<file path="src/rtl/alu_pkg.sv">
// Shared ALU definitions: operation encodings, sequencer states and op-class helpers.
// Used by seq_alu and seq_alu_muldiv_core.
package alu_pkg;

    // The base RV32I encodings 0-9 are unchanged from the combinational ALU.
    typedef enum logic [4:0] {
        OP_ADD    = 5'd0,
        OP_SUB    = 5'd1,
        OP_AND    = 5'd2,
        OP_OR     = 5'd3,
        OP_XOR    = 5'd4,
        OP_SLTU   = 5'd5,
        OP_SLT    = 5'd6,
        OP_SLL    = 5'd7,
        OP_SRL    = 5'd8,
        OP_SRA    = 5'd9,
        OP_MUL    = 5'd10,
        OP_MULH   = 5'd11,
        OP_MULHSU = 5'd12,
        OP_MULHU  = 5'd13,
        OP_DIV    = 5'd14,
        OP_DIVU   = 5'd15,
        OP_REM    = 5'd16,
        OP_REMU   = 5'd17
    } ALU_Ops;

    typedef enum logic [1:0] {
        IDLE,
        MUL,
        DIV,
        DONE
    } seq_alu_state_t;

    function automatic logic is_base(input logic [4:0] op);
        return op <= OP_SRA;
    endfunction

    function automatic logic is_muldiv(input logic [4:0] op);
        return (op >= OP_MUL) && (op <= OP_REMU);
    endfunction

    function automatic logic is_mul(input logic [4:0] op);
        return (op >= OP_MUL) && (op <= OP_MULHU);
    endfunction

    function automatic logic is_div(input logic [4:0] op);
        return (op >= OP_DIV) && (op <= OP_REMU);
    endfunction

endpackage

</file>
<file path="src/rtl/seq_alu_muldiv_core.sv">
// Iterative multiply/divide engine: unsigned shift-add multiply and restoring divide on
// operand magnitudes, one step per cycle, with the sign fix-up applied to the final value.
module seq_alu_muldiv_core
    import alu_pkg::*;
#(
    parameter int DATA_WIDTH = 32,
    parameter int CNT_WIDTH  = $clog2(DATA_WIDTH) + 1
) (
    input  logic                  clk_i,
    input  logic                  reset_i,
    input  logic                  start_i,
    input  logic [4:0]            op_i,
    input  logic [DATA_WIDTH-1:0] a_i,
    input  logic [DATA_WIDTH-1:0] b_i,
    output logic                  done_o,
    output logic [DATA_WIDTH-1:0] result_o
);
    localparam int W = DATA_WIDTH;

    logic [CNT_WIDTH-1:0] cnt;
    logic [2*W-1:0]       acc;
    logic [W-1:0]         opnd;
    logic [4:0]           op_q;
    logic                 neg_main;
    logic                 neg_rem;

    logic                 a_signed;
    logic                 b_signed;
    logic                 a_neg;
    logic                 b_neg;
    logic [W-1:0]         mag_a;
    logic [W-1:0]         mag_b;
    logic [W:0]           mul_sum;
    logic [W:0]           div_shift;
    logic [W:0]           div_diff;
    logic [2*W-1:0]       prod;

    always_comb begin
        a_signed = (op_i == OP_MULH) || (op_i == OP_MULHSU) || (op_i == OP_DIV) || (op_i == OP_REM);
        b_signed = (op_i == OP_MULH) || (op_i == OP_DIV) || (op_i == OP_REM);
        a_neg    = a_signed && a_i[W-1];
        b_neg    = b_signed && b_i[W-1];
        mag_a    = a_neg ? (~a_i + 1'b1) : a_i;
        mag_b    = b_neg ? (~b_i + 1'b1) : b_i;
    end

    // acc holds {partial product} for multiply and {remainder, quotient} for divide.
    always_comb begin
        mul_sum   = {1'b0, acc[2*W-1:W]} + (acc[0] ? {1'b0, opnd} : {(W+1){1'b0}});
        div_shift = {acc[2*W-1:W], acc[W-1]};
        div_diff  = div_shift - {1'b0, opnd};
    end

    always_ff @(posedge clk_i or negedge reset_i) begin
        if (!reset_i) begin
            cnt      <= '0;
            acc      <= '0;
            opnd     <= '0;
            op_q     <= '0;
            neg_main <= 1'b0;
            neg_rem  <= 1'b0;
        end else if (start_i) begin
            cnt      <= CNT_WIDTH'(W);
            op_q     <= op_i;
            neg_main <= a_neg ^ b_neg;
            neg_rem  <= a_neg;
            if (is_mul(op_i)) begin
                acc  <= {{W{1'b0}}, mag_b};
                opnd <= mag_a;
            end else begin
                acc  <= {{W{1'b0}}, mag_a};
                opnd <= mag_b;
            end
        end else if (cnt != '0) begin
            cnt <= cnt - 1'b1;
            if (is_mul(op_q)) begin
                acc <= {mul_sum, acc[W-1:1]};
            end else if (!div_diff[W]) begin
                acc <= {div_diff[W-1:0], acc[W-2:0], 1'b1};
            end else begin
                acc <= {div_shift[W-1:0], acc[W-2:0], 1'b0};
            end
        end
    end

    assign done_o = (cnt == CNT_WIDTH'(1));

    always_comb begin
        prod     = neg_main ? (~acc + 1'b1) : acc;
        result_o = '0;
        case (op_q)
            OP_MUL:                       result_o = prod[W-1:0];
            OP_MULH, OP_MULHSU, OP_MULHU: result_o = prod[2*W-1:W];
            OP_DIV, OP_DIVU:              result_o = neg_main ? (~acc[W-1:0] + 1'b1) : acc[W-1:0];
            OP_REM, OP_REMU:              result_o = neg_rem ? (~acc[2*W-1:W] + 1'b1) : acc[2*W-1:W];
            default:                      result_o = '0;
        endcase
    end

endmodule

</file>
<file path="src/rtl/seq_alu.sv">
// Multicycle RV32I/M ALU: base ops complete in one registered cycle, M ops use an iterative core.
// Build option SEQ_ALU_MULDIV_EN: when undefined, all M ops are reported as illegal.
module seq_alu
    import alu_pkg::*;
#(
    parameter int DATA_WIDTH = 32,
    parameter int CNT_WIDTH  = $clog2(DATA_WIDTH) + 1
) (
    input  logic                  clk_i,
    input  logic                  reset_i,
    input  logic                  valid_i,
    input  logic [4:0]            func_op_i,
    input  logic [DATA_WIDTH-1:0] a_i,
    input  logic [DATA_WIDTH-1:0] b_i,
    output logic                  ready_o,
    output logic                  valid_o,
    output logic [DATA_WIDTH-1:0] y_o,
    output logic                  illegal_o
);
    localparam int W   = DATA_WIDTH;
    localparam int SHW = $clog2(DATA_WIDTH);

    generate
        if (DATA_WIDTH < 8 || (DATA_WIDTH % 2) != 0 || CNT_WIDTH < SHW + 1) begin : g_param_check
            $error("seq_alu: unsupported DATA_WIDTH/CNT_WIDTH combination");
        end
    endgenerate

    seq_alu_state_t state;
    seq_alu_state_t next_state;

    logic [4:0]   op_q;
    logic [W-1:0] a_q;
    logic [W-1:0] b_q;
    logic         accept;
    logic [SHW-1:0] shamt;
    logic [W-1:0] base_result;
    logic [W-1:0] done_result;
    logic         done_illegal;

`ifdef SEQ_ALU_MULDIV_EN
    logic         core_start;
    logic         core_done;
    logic [W-1:0] core_result;
    logic [W-1:0] short_result;

    // Division by zero and signed overflow have fixed answers and skip the iteration.
    function automatic logic is_short(input logic [4:0] op, input logic [W-1:0] a, input logic [W-1:0] b);
        logic div_zero;
        logic ovf;
        div_zero = is_div(op) && (b == '0);
        ovf      = ((op == OP_DIV) || (op == OP_REM)) && (a == {1'b1, {(W-1){1'b0}}}) && (b == '1);
        return div_zero || ovf;
    endfunction

    seq_alu_muldiv_core #(
        .DATA_WIDTH(DATA_WIDTH),
        .CNT_WIDTH (CNT_WIDTH)
    ) u_core (
        .clk_i   (clk_i),
        .reset_i (reset_i),
        .start_i (core_start),
        .op_i    (func_op_i),
        .a_i     (a_i),
        .b_i     (b_i),
        .done_o  (core_done),
        .result_o(core_result)
    );
`endif

    assign accept  = valid_i && (state == IDLE);
    assign ready_o = (state == IDLE);

    always_ff @(posedge clk_i or negedge reset_i) begin
        if (!reset_i) begin
            state <= IDLE;
        end else begin
            state <= next_state;
        end
    end

    always_comb begin
        next_state = state;
`ifdef SEQ_ALU_MULDIV_EN
        core_start = 1'b0;
`endif
        case (state)
            IDLE: begin
                if (valid_i) begin
`ifdef SEQ_ALU_MULDIV_EN
                    if (is_muldiv(func_op_i) && !is_short(func_op_i, a_i, b_i)) begin
                        core_start = 1'b1;
                        next_state = is_mul(func_op_i) ? MUL : DIV;
                    end else begin
                        next_state = DONE;
                    end
`else
                    next_state = DONE;
`endif
                end
            end
            MUL, DIV: begin
`ifdef SEQ_ALU_MULDIV_EN
                if (core_done) begin
                    next_state = DONE;
                end
`else
                next_state = IDLE;
`endif
            end
            DONE:    next_state = IDLE;
            default: next_state = IDLE;
        endcase
    end

    always_comb begin
        shamt       = b_q[SHW-1:0];
        base_result = '0;
        case (op_q)
            OP_ADD:  base_result = a_q + b_q;
            OP_SUB:  base_result = a_q - b_q;
            OP_AND:  base_result = a_q & b_q;
            OP_OR:   base_result = a_q | b_q;
            OP_XOR:  base_result = a_q ^ b_q;
            OP_SLTU: base_result = {{(W-1){1'b0}}, (a_q < b_q)};
            OP_SLT:  base_result = {{(W-1){1'b0}}, ($signed(a_q) < $signed(b_q))};
            OP_SLL:  base_result = a_q << shamt;
            OP_SRL:  base_result = a_q >> shamt;
            OP_SRA:  base_result = W'($signed(a_q) >>> shamt);
            default: base_result = '0;
        endcase
    end

    // Pick the value registered in DONE from the base unit, a short-circuit or the core.
    always_comb begin
`ifdef SEQ_ALU_MULDIV_EN
        done_illegal = !is_base(op_q) && !is_muldiv(op_q);
        if (b_q == '0) begin
            short_result = ((op_q == OP_DIV) || (op_q == OP_DIVU)) ? '1 : a_q;
        end else begin
            short_result = (op_q == OP_DIV) ? a_q : '0;
        end
`else
        done_illegal = !is_base(op_q);
`endif
        done_result = base_result;
`ifdef SEQ_ALU_MULDIV_EN
        if (is_muldiv(op_q)) begin
            done_result = is_short(op_q, a_q, b_q) ? short_result : core_result;
        end
`endif
        if (done_illegal) begin
            done_result = '0;
        end
    end

    always_ff @(posedge clk_i or negedge reset_i) begin
        if (!reset_i) begin
            op_q      <= '0;
            a_q       <= '0;
            b_q       <= '0;
            y_o       <= '0;
            valid_o   <= 1'b0;
            illegal_o <= 1'b0;
        end else begin
            valid_o   <= 1'b0;
            illegal_o <= 1'b0;
            if (accept) begin
                op_q <= func_op_i;
                a_q  <= a_i;
                b_q  <= b_i;
            end
            if (state == DONE) begin
                valid_o   <= 1'b1;
                illegal_o <= done_illegal;
                y_o       <= done_result;
            end
        end
    end

endmodule
</file>
<file path="config.mk">
export PLATFORM = sky130hd
export DESIGN_NAME = seq_alu
export DESIGN_NICKNAME = d
export VERILOG_FILES = /design/src/rtl/alu_pkg.sv /design/src/rtl/seq_alu_muldiv_core.sv /design/src/rtl/seq_alu.sv
export SDC_FILE = /design/constraint.sdc
export NUM_CORES = 1
export LEC_CHECK = 0
export ABC_AREA = 1
export CORE_MARGIN = 2
export CORE_UTILIZATION = 30
export DETAILED_ROUTE_END_ITERATION = 10
export GPL_TIMING_DRIVEN = 0
export PLACE_DENSITY = 0.47
export SYNTH_ARGS = -nofsm -noshare
export SYNTH_HDL_FRONTEND = slang
export SYNTH_HIERARCHICAL = 1
export SYNTH_SLANG_ARGS = --single-unit
</file>
<file path="constraint.sdc">
create_clock -name clk_i -period 3.85 [get_ports clk_i]
set_clock_uncertainty 0.2 [all_clocks]
set_input_delay 0.5775 -clock clk_i [delete_from_list [all_inputs] [get_ports clk_i]]
set_output_delay 0.5775 -clock clk_i [all_outputs]
set_load 0.01 [all_outputs]
</file>
# --- Yosys cells after proc, flatten, opt, wreduce, memory -nomap -nowiden ---
# Cells that the tools add are included.
classes:
  addsub: 2
  n_lt_le_gt_ge: 3
  eq_ne: 13
  shifts: 3
  muxes: 6
  bitwise_logic: 3
  reduce_logical: 5
ops:
  columns: ["cell", "n"]
  rows:
  - ["$pmux W32 S10", 1]
  - ["$lt A32 B32 Y1", 2]
  - ["$add A32 B32 Y32", 1]
  - ["$and A32 B32 Y32", 1]
  - ["$mux W32", 1]
  - ["$or A32 B32 Y32", 1]
  - ["$shl A32 B5 Y32", 1]
  - ["$shr A32 B5 Y32", 1]
  - ["$sshr A32 B5 Y32", 1]
  - ["$sub A32 B32 Y32", 1]
  - ["$xor A32 B32 Y32", 1]
  - ["$eq A5 B3 Y1 const B", 4]
  - ["$eq A5 B2 Y1 const B", 2]
  - ["$eq A5 B4 Y1 const B", 2]
  - ["$eq A5 B1 Y1 const B", 1]
  - ["$le A5 B4 Y1 const B", 1]
  - ["$logic_not A5 Y1", 1]
  - ["$eq A2 B2 Y1 const B", 2]
  - ["$pmux W2 S2", 1]
  - ["$reduce_or A3 Y1", 1]
  - ["$eq A2 B1 Y1 const B", 1]
  - ["$logic_not A2 Y1", 1]
  - ["$mux W1", 2]
  - ["$mux W2", 1]
  - ["other kinds (3)", 3]
word_totals:
  ff_bits: 105
  in_bits: 72
  out_inout_bits: 35
  elab_cells: 42

# --- Depth between registers and ports, before layout ---
# Gate-level depths: netlist of run 1.
logic_depth:
  word_depth: 3
  depth_mapped: 20
  depth_no_buf: 17

# --- Worst setup path after synthesis of run 1 ---
# OpenSTA, ideal clock, no wires.
synth_timing:
  kind: "reg-to-reg"
  start: "reg b_q[2]"
  end: "reg y_o[22]"
  setup_ns: 0.117
  t_arrival_ns: 2.382
  required_time_ns: 3.533
  path_slack_ns: 1.151
  path_stages_with_launch: 21
  path_buffers: 4
  period_less_slack_ns: 2.699
  cell_sequence: "dfrtp_1 -> buf_2 -> inv_2 -> buf_2 -> buf_2 -> ha_1 -> buf_2 -> inv_1 -> nand2_1 -> nand2_1 -> nand3_1 -> nand2_1 -> nand2_1 -> nand3b_1 -> nand2_1 -> nand2_1 -> nand2_1 -> nand3_1 -> nand3_1 -> nand2_1 -> nand2_1"
synth_via:
  elab_chain_len: 3
  elab_cells_between_ends: 7
  classes_between: "2 x add/sub; 3 x shift; 2 x mux"
synth_rtl:
  columns: ["item", "line_no", "source"]
  rows:
  - ["start: declaration", "seq_alu.sv:34", "logic [W-1:0] b_q;"]
  - ["start signal: assignment", "seq_alu.sv:171", "b_q <= b_i;"]
  - ["$sub A32 B32 Y32 (tied with other cells)", "seq_alu.sv:121", "OP_SUB: base_result = a_q - b_q;"]
  - ["$pmux W32 S10 (*)", "seq_alu.sv:119", "case (op_q)"]
  - ["$mux W32 (*)", "seq_alu.sv:152", "if (done_illegal) begin"]
  - ["end signal: assignment", "seq_alu.sv:176", "y_o <= done_result;"]
  - ["end: declaration", "seq_alu.sv:17", "output logic [DATA_WIDTH-1:0] y_o,"]
# Mark *: on every way between the ends. The rest lies on a longest branch, timed or not.
# A chain may end at the register's enable or synchronous reset.

# --- Worst setup path after layout of run 1 ---
layout_timing:
  start: "reg b_q[2]"
  end: "reg y_o[10]"
# The elaborated chain is that of the path after synthesis.

==> flow_summary.json, run 1 <==
{
  "die_w_um": 219,
  "routed_wl_mm": 80.9,
  "crit_arrival_ns": 3.79,
  "grt_use_total_pct": 34.0,
  "min_period_over_period_pct": 96.3,
  "clkTransAtPathRegs_ns": 0.08,
  "rr_startpoint": "b_q[2]$_DFFE_PN0P_",
  "clock_path_buffers": 2,
  "rsz0062_at_grt": "false",
  "syn_area_um2": 13800,
  "syn_area_per_cell_um2": 5.63,
  "grt_pass1_vias": 16700,
  "tritoncts": "done",
  "synthCells": 2450,
  "yosys_register_bits": 104,
  "cap_violations": 0,
  "fin_crit_ns": 3.71,
  "via_per_inst": 5.43,
  "grt_max_degree": 66,
  "yosys.area.top_type_share_pct": 24.0,
  "gp_congestion": 1.05,
  "hold_class": "flip-flop to flip-flop",
  "timing.fmax_ghz": 0.270,
  "hold_violations": 0,
  "tightest_slew_ns": 0.973,
  "hpwl_mm": 67.3,
  "hold_ws_ns": 0.284,
  "n_antenna_cell": 0,
  "routedWlPerCell_um": 25.5,
  "yosys_warnings": 6,
  "leakagePower_nw": 8.31,
  "worstHoldStart": "y_o[11]$_DFFE_PN0P_",
  "seqCellArea_um2": 2600,
  "final_cell_mix": "nand2_1 (882), nand3_1 (407), inv_1 (279), nor2_1 (164), o21ai_0 (121)",
  "synthToLayoutAreaGrowth_pct": 15.6,
  "h-tree-depth": 3,
  "ios": 107,
  "layout.nets": 2741,
  "stdcell_area_um2": 16000,
  "r2r_setup_slack_ns": 0.14,
  "required_ns": 3.94,
  "io_buffers": 106,
  "ff2ff_path_depth": 19,
  "rows": 78,
  "outcome": "finished, final reports clean",
  "core_area_um2": 45400,
  "post_cts_buffers": 0,
  "drv_slew": 0,
  "place_area_um2": 15600,
  "clock_tree.root_cell": "clkbuf_16",
  "cts.sinks": 104,
  "die_area_um2": 47700,
  "power_density_nw_per_um2": 428,
  "multi_input_area_um2": 9550,
  "final_layout_size_suffix_gt1_share_pct": 4.82,
  "clock_latency_ns": 0.40,
  "start_kind": "flip-flop",
  "cp-end-kind": "flip-flop",
  "path_max_fanout": 16,
  "ant_nets": 0,
  "synth_area_leader_cell": "nand2_1",
  "hold_path_depth": 2,
  "die_y_um": 219,
  "overflow": 0,
  "total_power_mw": 6.82,
  "setup_violations": 0,
  "syn-num-nets": 2624,
  "cts_buffers": 9,
  "holdPathEnd": "y_o[11]$_DFFE_PN0P_",
  "drc": 0,
  "max_slew_margin_pct": 35.2,
  "vias": 17200,
  "antenna_found_initial": 3,
  "ir_drop_v": 0.000180,
  "layout_commonest_cell": "nand2_1",
  "ys_seq_area_share_pct": 18.9,
  "finish.utilization_pct": 35.2,
  "start_util_pct": 30.4,
  "fillCellCount": 5353,
  "grt_first_pass_wirelength_mm": 116,
  "ys_types": 45,
  "netlist_top_cells_area": "nand2_1 (24%), dfrtp_1 (19%), nand3_1 (15%)",
  "crit_type": "flip-flop to flip-flop",
  "r2r-end": "y_o[10]$_DFFE_PN0P_",
  "first_iter_violations": 1551,
  "drtPass1Iterations": 6
}
==> registers in the layout (all words and copies together) (netlist names) <==
name / cells
y_o: 32
a_q: 32
state: 1
illegal_o: 1
op_q: 5
valid_o: 1
b_q: 32
==> how the worst max path moves through the flow <==
stage	slack, ns	cells past startpoint	startpoint	to
global route	0.01	18	b_q[2]$_DFFE_PN0P_	y_o[28]$_DFFE_PN0P_
finish	0.14	19	b_q[2]$_DFFE_PN0P_	y_o[10]$_DFFE_PN0P_
detailed placement	-0.35	14	b_q[3]$_DFFE_PN0P_	y_o[8]$_DFFE_PN0P_
floorplan	1.15	20	b_q[2]$_DFFE_PN0P_	y_o[22]$_DFFE_PN0P_
CTS	0.09	19	b_q[2]$_DFFE_PN0P_	y_o[0]$_DFFE_PN0P_
global placement	-2.37	1	reset_i	y_o[5]$_DFFE_PN0P_
==> where the power goes <==
part	switching (mW)	internal, mW	leakage (nW)	total (mW)
logic	3.07	1.26	6.87	4.34
registers	0.244	1.28	1.31	1.52
clock network	0.505	0.459	0.129	0.965
==> critical path, cell delays in order, from the launching register on <==
cell and delay (ns):
dfrtp_1 0.44, clkbuf_4 0.27, inv_6 0.21, buf_4 0.28, ha_1 0.26, buf_2 0.18, inv_1 0.19, nand2_1 0.10
nand2_1 0.13, nand3_1 0.10, nand2_1 0.18, nand2_1 0.09, nand2_1 0.16, nand2_1 0.07, nand3_1 0.07, nand2_1 0.08
nor2_2 0.25, nand2_1 0.09, nand2_1 0.13, nand2_1 0.06
==> logic make-up (layout without fill, tap and decap cells) <==
logic type / after synthesis / count (layout) / synth area share [%]
compound gates: 277 / 277 / 11.2
simple gates: 1561 / 1561 / 48.3
flops: 104 / 104 / 18.9
buf+inv: 403 / 525 / 12.1
fa+ha+maj: 102 / 102 / 9.35
xor+xnor: 3 / 3 / 0.190
==> area by class of cell <==
type | instances | area share [%]
Buffer | 111 | 3.62
Clock buffer | 12 | 1.55
Clock inverter | 4 | 0.180
Inverter | 290 | 6.89
Multi-Input combinational cell | 1943 | 59.9
Sequential cell | 104 | 16.3
Tap cell | 600 | 4.71
Timing Repair Buffer | 108 | 6.87
==> stage by stage <==
stage	instances	TNS [ns]	setup WS [ns]
6_report	3172	0	0.144
5_1_grt	3172	0	0.00952
4_1_cts	3172	0	0.0870
2_1_floorplan	2450	0	1.15
3_5_place_dp	3157	-4.04	-0.351
3_3_place_gp	3156	-247.20	-2.37
==> layer usage <==
metal | wire length [um] | GRT usage, % | up-vias
li1 | - | - | 8117
met1 | 34600 | 43.7 | 8239
met2 | 36900 | 55.5 | 684
met3 | 4520 | 4.24 | 188
met4 | 4860 | 18.2 | 0
met5 | 0 | 0 | -
==> timing repair <==
action | CTS | global route
endpoints found under the hold margin | 15 | 0
resized for setup | 7 | 9
hold buffers | 1 | 0
endpoints found under the setup margin | 28 | 8
==> cells in the mapped netlist (all sizes together) <==
cell     instances
a21oi           82
and2            18
nor4             2
a221oi           1
or2              7
o21bai          17
o221ai           6
nor2           174
clkinv           2
nor3b            4
inv            288
buf             81
nand4           30
o211ai          16
a211oi           2
nand3          412
nand3b           3
o2bb2ai          1
nand2          882
xor2             3
ha             100
a21boi           2
o2111ai          1
clkbuf          32
a21o             1
a31oi            3
o21ai          130
nor3            29
o22ai           15
fa               2
dfrtp          104
Power figures use the tool's default switching activity.
==> run 2: changes to the inputs <==
==> constraint.sdc (replaced) <==
create_clock -name clk_i -period 3.5 [get_ports clk_i]
set_clock_uncertainty 0.2 [all_clocks]
set_input_delay 0.525 -clock clk_i [delete_from_list [all_inputs] [get_ports clk_i]]
set_output_delay 0.525 -clock clk_i [all_outputs]
set_load 0.01 [all_outputs]
==> run 2 against run 1 <==
Against the previous run: non-clock buffer count grew 2; register-to-register slack is essentially flat; final area grew 0.45%; sequential cell count is the same; power grew 11%; critical path type unchanged; largest cell class unchanged; critical path depth shrank 4; largest power group unchanged.
==> flow_summary.json, run 2 (same netlist as run 1, synthesis figures left out) <==
{
  "grt_use_total_pct": 34.0,
  "via_per_inst": 5.44,
  "drc": 0,
  "die_w_um": 219,
  "cap_violations": 0,
  "grt_first_pass_wirelength_mm": 116,
  "max_slew_margin_pct": 35.1,
  "synthToLayoutAreaGrowth_pct": 16.1,
  "vias": 17300,
  "tns_ns": 0,
  "h-tree-depth": 3,
  "layout.nets": 2743,
  "start_kind": "flip-flop",
  "min_period_over_period_pct": 96.3,
  "gp_congestion": 1.05,
  "antenna_found_initial": 3,
  "final_layout_size_suffix_gt1_share_pct": 5.40,
  "total_power_mw": 7.55,
  "dp_cells": 3157,
  "leakagePower_nw": 8.33,
  "cts.sinks": 104,
  "timing.fmax_ghz": 0.297,
  "clock_path_buffers": 2,
  "combPwrFrac_pct": 63.6,
  "clock_latency_ns": 0.40,
  "final_cell_mix": "nand2_1 (881), nand3_1 (405), inv_1 (278), nor2_1 (160), o21ai_0 (121)",
  "grt_max_degree": 66,
  "start_util_pct": 30.4,
  "n_antenna_cell": 0,
  "crit_arrival_ns": 3.51,
  "ios": 107,
  "drtPass1Iterations": 7,
  "outcome": "finished, final reports clean",
  "hold_violations": 0,
  "final_cells": 3174,
  "critPathMaxStageDelay_ns": 0.61,
  "hold_class": "flip-flop to flip-flop",
  "critPathSlowestCell": "dfrtp_1",
  "setup_violations": 0,
  "routed_wl_mm": 81.0,
  "cp-end-kind": "flip-flop",
  "path_max_fanout": 8,
  "clkTransAtPathRegs_ns": 0.08,
  "tightest_slew_ns": 0.974,
  "crit_chain": "inv_1, ha_1, buf_2, inv_1, a21oi_1, o21ai_0, nand2_1, nand2_1, a21oi_1, nand2_1, nor2_1, nor2_1, nand2_1, nand2_1, nand2_1",
  "first_iter_violations": 1522,
  "switching_share_pct": 56.0,
  "grt_pass1_vias": 16700,
  "rows": 78,
  "hpwl_mm": 67.3,
  "ant_nets": 0,
  "routedWlPerCell_um": 25.5,
  "r2r_setup_slack_ns": 0.13,
  "intPower_mw": 3.32,
  "crit_type": "flip-flop to flip-flop",
  "tritoncts": "done",
  "required_ns": 3.64,
  "clock_tree.root_cell": "clkbuf_16",
  "rsz0062_at_grt": "false",
  "overflow": 0,
  "drv_slew": 0,
  "cts_buffers": 9,
  "power_frac_clock_pct": 14.1,
  "core_area_um2": 45400,
  "layout_commonest_cell": "nand2_1",
  "cpMostUsedCell": "nand2_1",
  "p_sw_mw": 4.23,
  "top_regs": "a_q (32), b_q (32), y_o (32)",
  "die_y_um": 219,
  "die_area_um2": 47700,
  "ir_drop_v": 0.000216,
  "p_seq_share_pct": 22.3,
  "fin_crit_ns": 3.37,
  "io_buffers": 106,
  "power_density_nw_per_um2": 471,
  "fillCellCount": 5345
}
==> run 2: changes by cell type in the layout (fill, tap and decap cells not counted), moves of 2 or more <==
cell     delta
nand3_2     +2
nand3_1     -2
buf_2       -2
dfrtp_2     +3
nor2_1      -4
buf_4       +3
nor2_2      +3
dfrtp_1     -3
buf_6       +3
==> run 2: power by group through the flow <==
stage / Sequential (mW) / Clock, mW / Combinational, mW
after floorplan: 1.62 / 0 / 2.74
after global placement: 1.69 / 0 / 4.67
after detailed placement: 1.69 / 0 / 4.66
after CTS: 1.67 / 1.10 / 4.69
after global routing: 1.70 / 1.12 / 5.21
final: 1.68 / 1.06 / 4.81
==> run 2: final timing paths <==
path,startpoint,endpoint,depth (start not counted)
min reg2reg,y_o[11]$_DFFE_PN0P_,y_o[11]$_DFFE_PN0P_,2
min,y_o[11]$_DFFE_PN0P_,y_o[11]$_DFFE_PN0P_,2
min in group asynchronous,reset_i,state[0]$_DFFE_PN0P_,2
max,a_q[17]$_DFFE_PN0P_,y_o[0]$_DFFE_PN0P_,15
max reg2reg,a_q[17]$_DFFE_PN0P_,y_o[0]$_DFFE_PN0P_,15
max in group asynchronous,reset_i,y_o[2]$_DFFE_PN0P_,3
==> run 2: stage by stage <==
step	hold WS [ns]	util [%]	cell area (um2)	setup slack (ns)
6_report	0.285	35.3	16000	0.130
5_1_grt	0.307	35.3	16000	0.00921
4_1_cts	0.290	35.2	16000	0.00909
3_5_place_dp	0.264	34.5	15600	-0.701
3_3_place_gp	0.264	34.4	15600	-2.67
2_1_floorplan	0.0294	-	13800	0.801
==> run 2: layout make-up <==
cell class | instances | area (um2) | area share (%)
multi-input cells | 1943 | 9580 | 59.8
flip-flops and latches | 104 | 2610 | 16.3
repair buffers | 111 | 1120 | 6.98
inverters | 290 | 1100 | 6.89
well taps | 600 | 751 | 4.69
plain buffers | 110 | 589 | 3.68
clock buffers | 12 | 246 | 1.54
clock inverters | 4 | 28.8 | 0.180
==> run 2: critical path: cells and delay by family (launching register included) <==
family | cells | cell delay, ns
compound gates | 3 | 0.85
simple gates | 8 | 0.85
flops | 1 | 0.61
buf+inv | 3 | 0.52
fa+ha+maj | 1 | 0.29
==> run 2: per-layer routing <==
layer / routed length (um) / GRT usage [%] / vias to the layer above
met5: 0 / 0 / -
met2: 36900 / 55.2 / 664
met3: 4520 / 4.34 / 185
li1: - / - / 8121
met4: 4810 / 18.7 / 0
met1: 34700 / 43.7 / 8292
==> run 2: repair_timing <==
item | CTS | global route
hold buffers | 1 | 0
buffers inserted | 0 | 3
hold endpoints to repair | 39 | 0
endpoints found under the setup margin | 32 | 23
resized for setup | 18 | 16
pin swaps | 0 | 1
==> run 3: changes to the inputs <==
--- a/config.mk
+++ b/config.mk
@@ -11,6 +11,7 @@
 export DETAILED_ROUTE_END_ITERATION = 10
 export GPL_TIMING_DRIVEN = 0
 export PLACE_DENSITY = 0.47
+export SETUP_SLACK_MARGIN = 0.1
 export SYNTH_ARGS = -nofsm -noshare
 export SYNTH_HDL_FRONTEND = slang
 export SYNTH_HIERARCHICAL = 1
==> run 3 against run 2 <==
Against the previous run: via count is 0.24% higher; non-clock buffer count grew 2; critical path depth grew 4; final area increased by 0.47%; clock power about the same; sequential power is essentially flat; routed wire length rose by 0.32%; critical path type unchanged; largest cell class unchanged; die area did not move.
==> flow_summary.json, run 3 (same netlist as run 1, synthesis figures left out) <==
{
  "outcome": "finished, final reports clean",
  "vias": 17300,
  "ff2ff_path_depth": 19,
  "hold_path_depth": 2,
  "hold_class": "flip-flop to flip-flop",
  "n_antenna_cell": 0,
  "fillCellCount": 5346,
  "setup_violations": 0,
  "min_period_over_period_pct": 95.4,
  "grt_use_total_pct": 34.1,
  "io_buffers": 106,
  "required_ns": 3.59,
  "switching_share_pct": 55.9,
  "start_util_pct": 30.4,
  "final_cell_mix": "nand2_1 (873), nand3_1 (402), inv_1 (278), nor2_1 (160), o21ai_0 (121)",
  "routedWlPerCell_um": 25.6,
  "r2r_setup_slack_ns": 0.16,
  "antenna_found_initial": 3,
  "cts.sinks": 104,
  "leakagePower_nw": 8.36,
  "start_kind": "flip-flop",
  "tightest_slew_ns": 0.986,
  "crit_type": "flip-flop to flip-flop",
  "grt_pass1_vias": 16700,
  "p_seq_share_pct": 22.1,
  "clock_path_buffers": 2,
  "drc": 0,
  "grt_max_degree": 66,
  "grt_first_pass_wirelength_mm": 116,
  "die_y_um": 219,
  "rsz0062_at_grt": "false",
  "max_slew_margin_pct": 34.2,
  "clock_latency_ns": 0.40,
  "gp_congestion": 1.05,
  "final_layout_size_suffix_gt1_share_pct": 6.13,
  "timing.fmax_ghz": 0.299,
  "post-place-ws_ns": -0.701,
  "hold_violations": 0,
  "crit_arrival_ns": 3.43,
  "setup_ws_ns": 0.160,
  "hpwl_mm": 67.3,
  "clock_tree.root_cell": "clkbuf_16",
  "drv_slew": 0,
  "drtPass1Iterations": 6,
  "layout_commonest_cell": "nand2_1",
  "total_power_mw": 7.59,
  "top_regs": "a_q (32), b_q (32), y_o (32)",
  "cts_buffers": 9,
  "h-tree-depth": 3,
  "rows": 78,
  "tritoncts": "done",
  "combPwrFrac_pct": 63.8,
  "ant_nets": 0,
  "startpoint": "b_q[2]$_DFFE_PN0P_",
  "via_per_inst": 5.45,
  "cp-endpoint": "y_o[14]$_DFFE_PN0P_",
  "die_area_um2": 47700,
  "first_iter_violations": 1718,
  "clkTransAtPathRegs_ns": 0.08,
  "ir_drop_v": 0.000222,
  "layout.nets": 2745,
  "synthToLayoutAreaGrowth_pct": 16.6,
  "r2r-end": "y_o[14]$_DFFE_PN0P_",
  "ios": 107,
  "path_max_fanout": 11,
  "core_area_um2": 45400,
  "die_w_um": 219,
  "power_density_nw_per_um2": 471,
  "fin_crit_ns": 3.34,
  "cp-end-kind": "flip-flop",
  "power_frac_clock_pct": 14.1,
  "intPower_mw": 3.35,
  "cap_violations": 0,
  "p_sw_mw": 4.24,
  "routed_wl_mm": 81.2,
  "overflow": 0,
  "rr_startpoint": "b_q[2]$_DFFE_PN0P_"
}
==> run 3: layout make-up <==
| cell class | count | area, um2 | share of cell area, % |
|---|---|---|---|
| Inverter | 290 | 1100 | 6.84 |
| Clock buffer | 12 | 246 | 1.53 |
| Buffer | 112 | 621 | 3.86 |
| Sequential cell | 104 | 2610 | 16.2 |
| Timing Repair Buffer | 111 | 1120 | 6.95 |
| Clock inverter | 4 | 28.8 | 0.179 |
| Multi-Input combinational cell | 1943 | 9620 | 59.8 |
| Tap cell | 600 | 751 | 4.66 |
==> run 3: metrics by stage <==
step / utilization, % / instances / setup TNS [ns] / cell area (um2) / hold WS, ns
2_1_floorplan: - / 2450 / 0 / 13800 / 0.0294
3_5_place_dp: 34.5 / 3157 / -14.58 / 15600 / 0.264
6_report: 35.5 / 3176 / 0 / 16100 / 0.285
4_1_cts: 35.3 / 3175 / 0 / 16000 / 0.290
5_1_grt: 35.5 / 3176 / 0 / 16100 / 0.307
3_3_place_gp: 34.4 / 3156 / -288.68 / 15600 / 0.264
==> run 3: how the worst min path moves through the flow <==
stage / end / start / slack, ns
final: y_o[11]$_DFFE_PN0P_ / y_o[11]$_DFFE_PN0P_ / 0.28
after global routing: y_o[2]$_DFFE_PN0P_ / y_o[2]$_DFFE_PN0P_ / 0.31
after CTS: y_o[16]$_DFFE_PN0P_ / y_o[16]$_DFFE_PN0P_ / 0.29
after detailed placement: y_o[30]$_DFFE_PN0P_ / y_o[30]$_DFFE_PN0P_ / 0.26
after global placement: y_o[12]$_DFFE_PN0P_ / y_o[12]$_DFFE_PN0P_ / 0.26
after floorplan: a_q[0]$_DFFE_PN0P_ / reset_i / 0.03
==> run 3: timing repair <==
action | 4_1_cts | 5_1_grt
hold buffers | 1 | 0
setup endpoints to repair | 32 | 24
resized for setup | 29 | 29
hold endpoints to repair | 39 | 0
pin swaps | 3 | 4
setup buffers | 2 | 1
==> run 3: power groups by stage <==
stage / clock, mW / combinational (mW) / sequential, mW
3_3_place_gp: 0 / 4.67 / 1.69
3_5_place_dp: 0 / 4.66 / 1.69
2_1_floorplan: 0 / 2.74 / 1.62
4_1_cts: 1.10 / 4.72 / 1.67
5_1_grt: 1.12 / 5.25 / 1.70
6_report: 1.07 / 4.84 / 1.67
==> run 3: layer usage <==
metal	vias to the layer above	wire length (um)	global-route usage, %
met5	-	0	0
met3	180	4570	4.40
li1	8132	-	-
met1	8278	34700	43.7
met4	0	4620	18.1
met2	713	37300	55.6
==> run 3: worst max-delay path, cell delays in order, from the launching register on <==
cell,delay (ns)
dfrtp_2,0.45
buf_6,0.18
inv_4,0.11
buf_12,0.16
buf_8,0.17
ha_1,0.24
clkbuf_4,0.19
inv_2,0.13
nand2_1,0.08
nand2_1,0.12
nand3_1,0.12
nand2_2,0.13
nand2_1,0.06
nand3b_1,0.08
buf_4,0.17
nand2_1,0.06
nand2_1,0.06
o21ai_1,0.13
o21ai_1,0.26
nand2_1,0.08
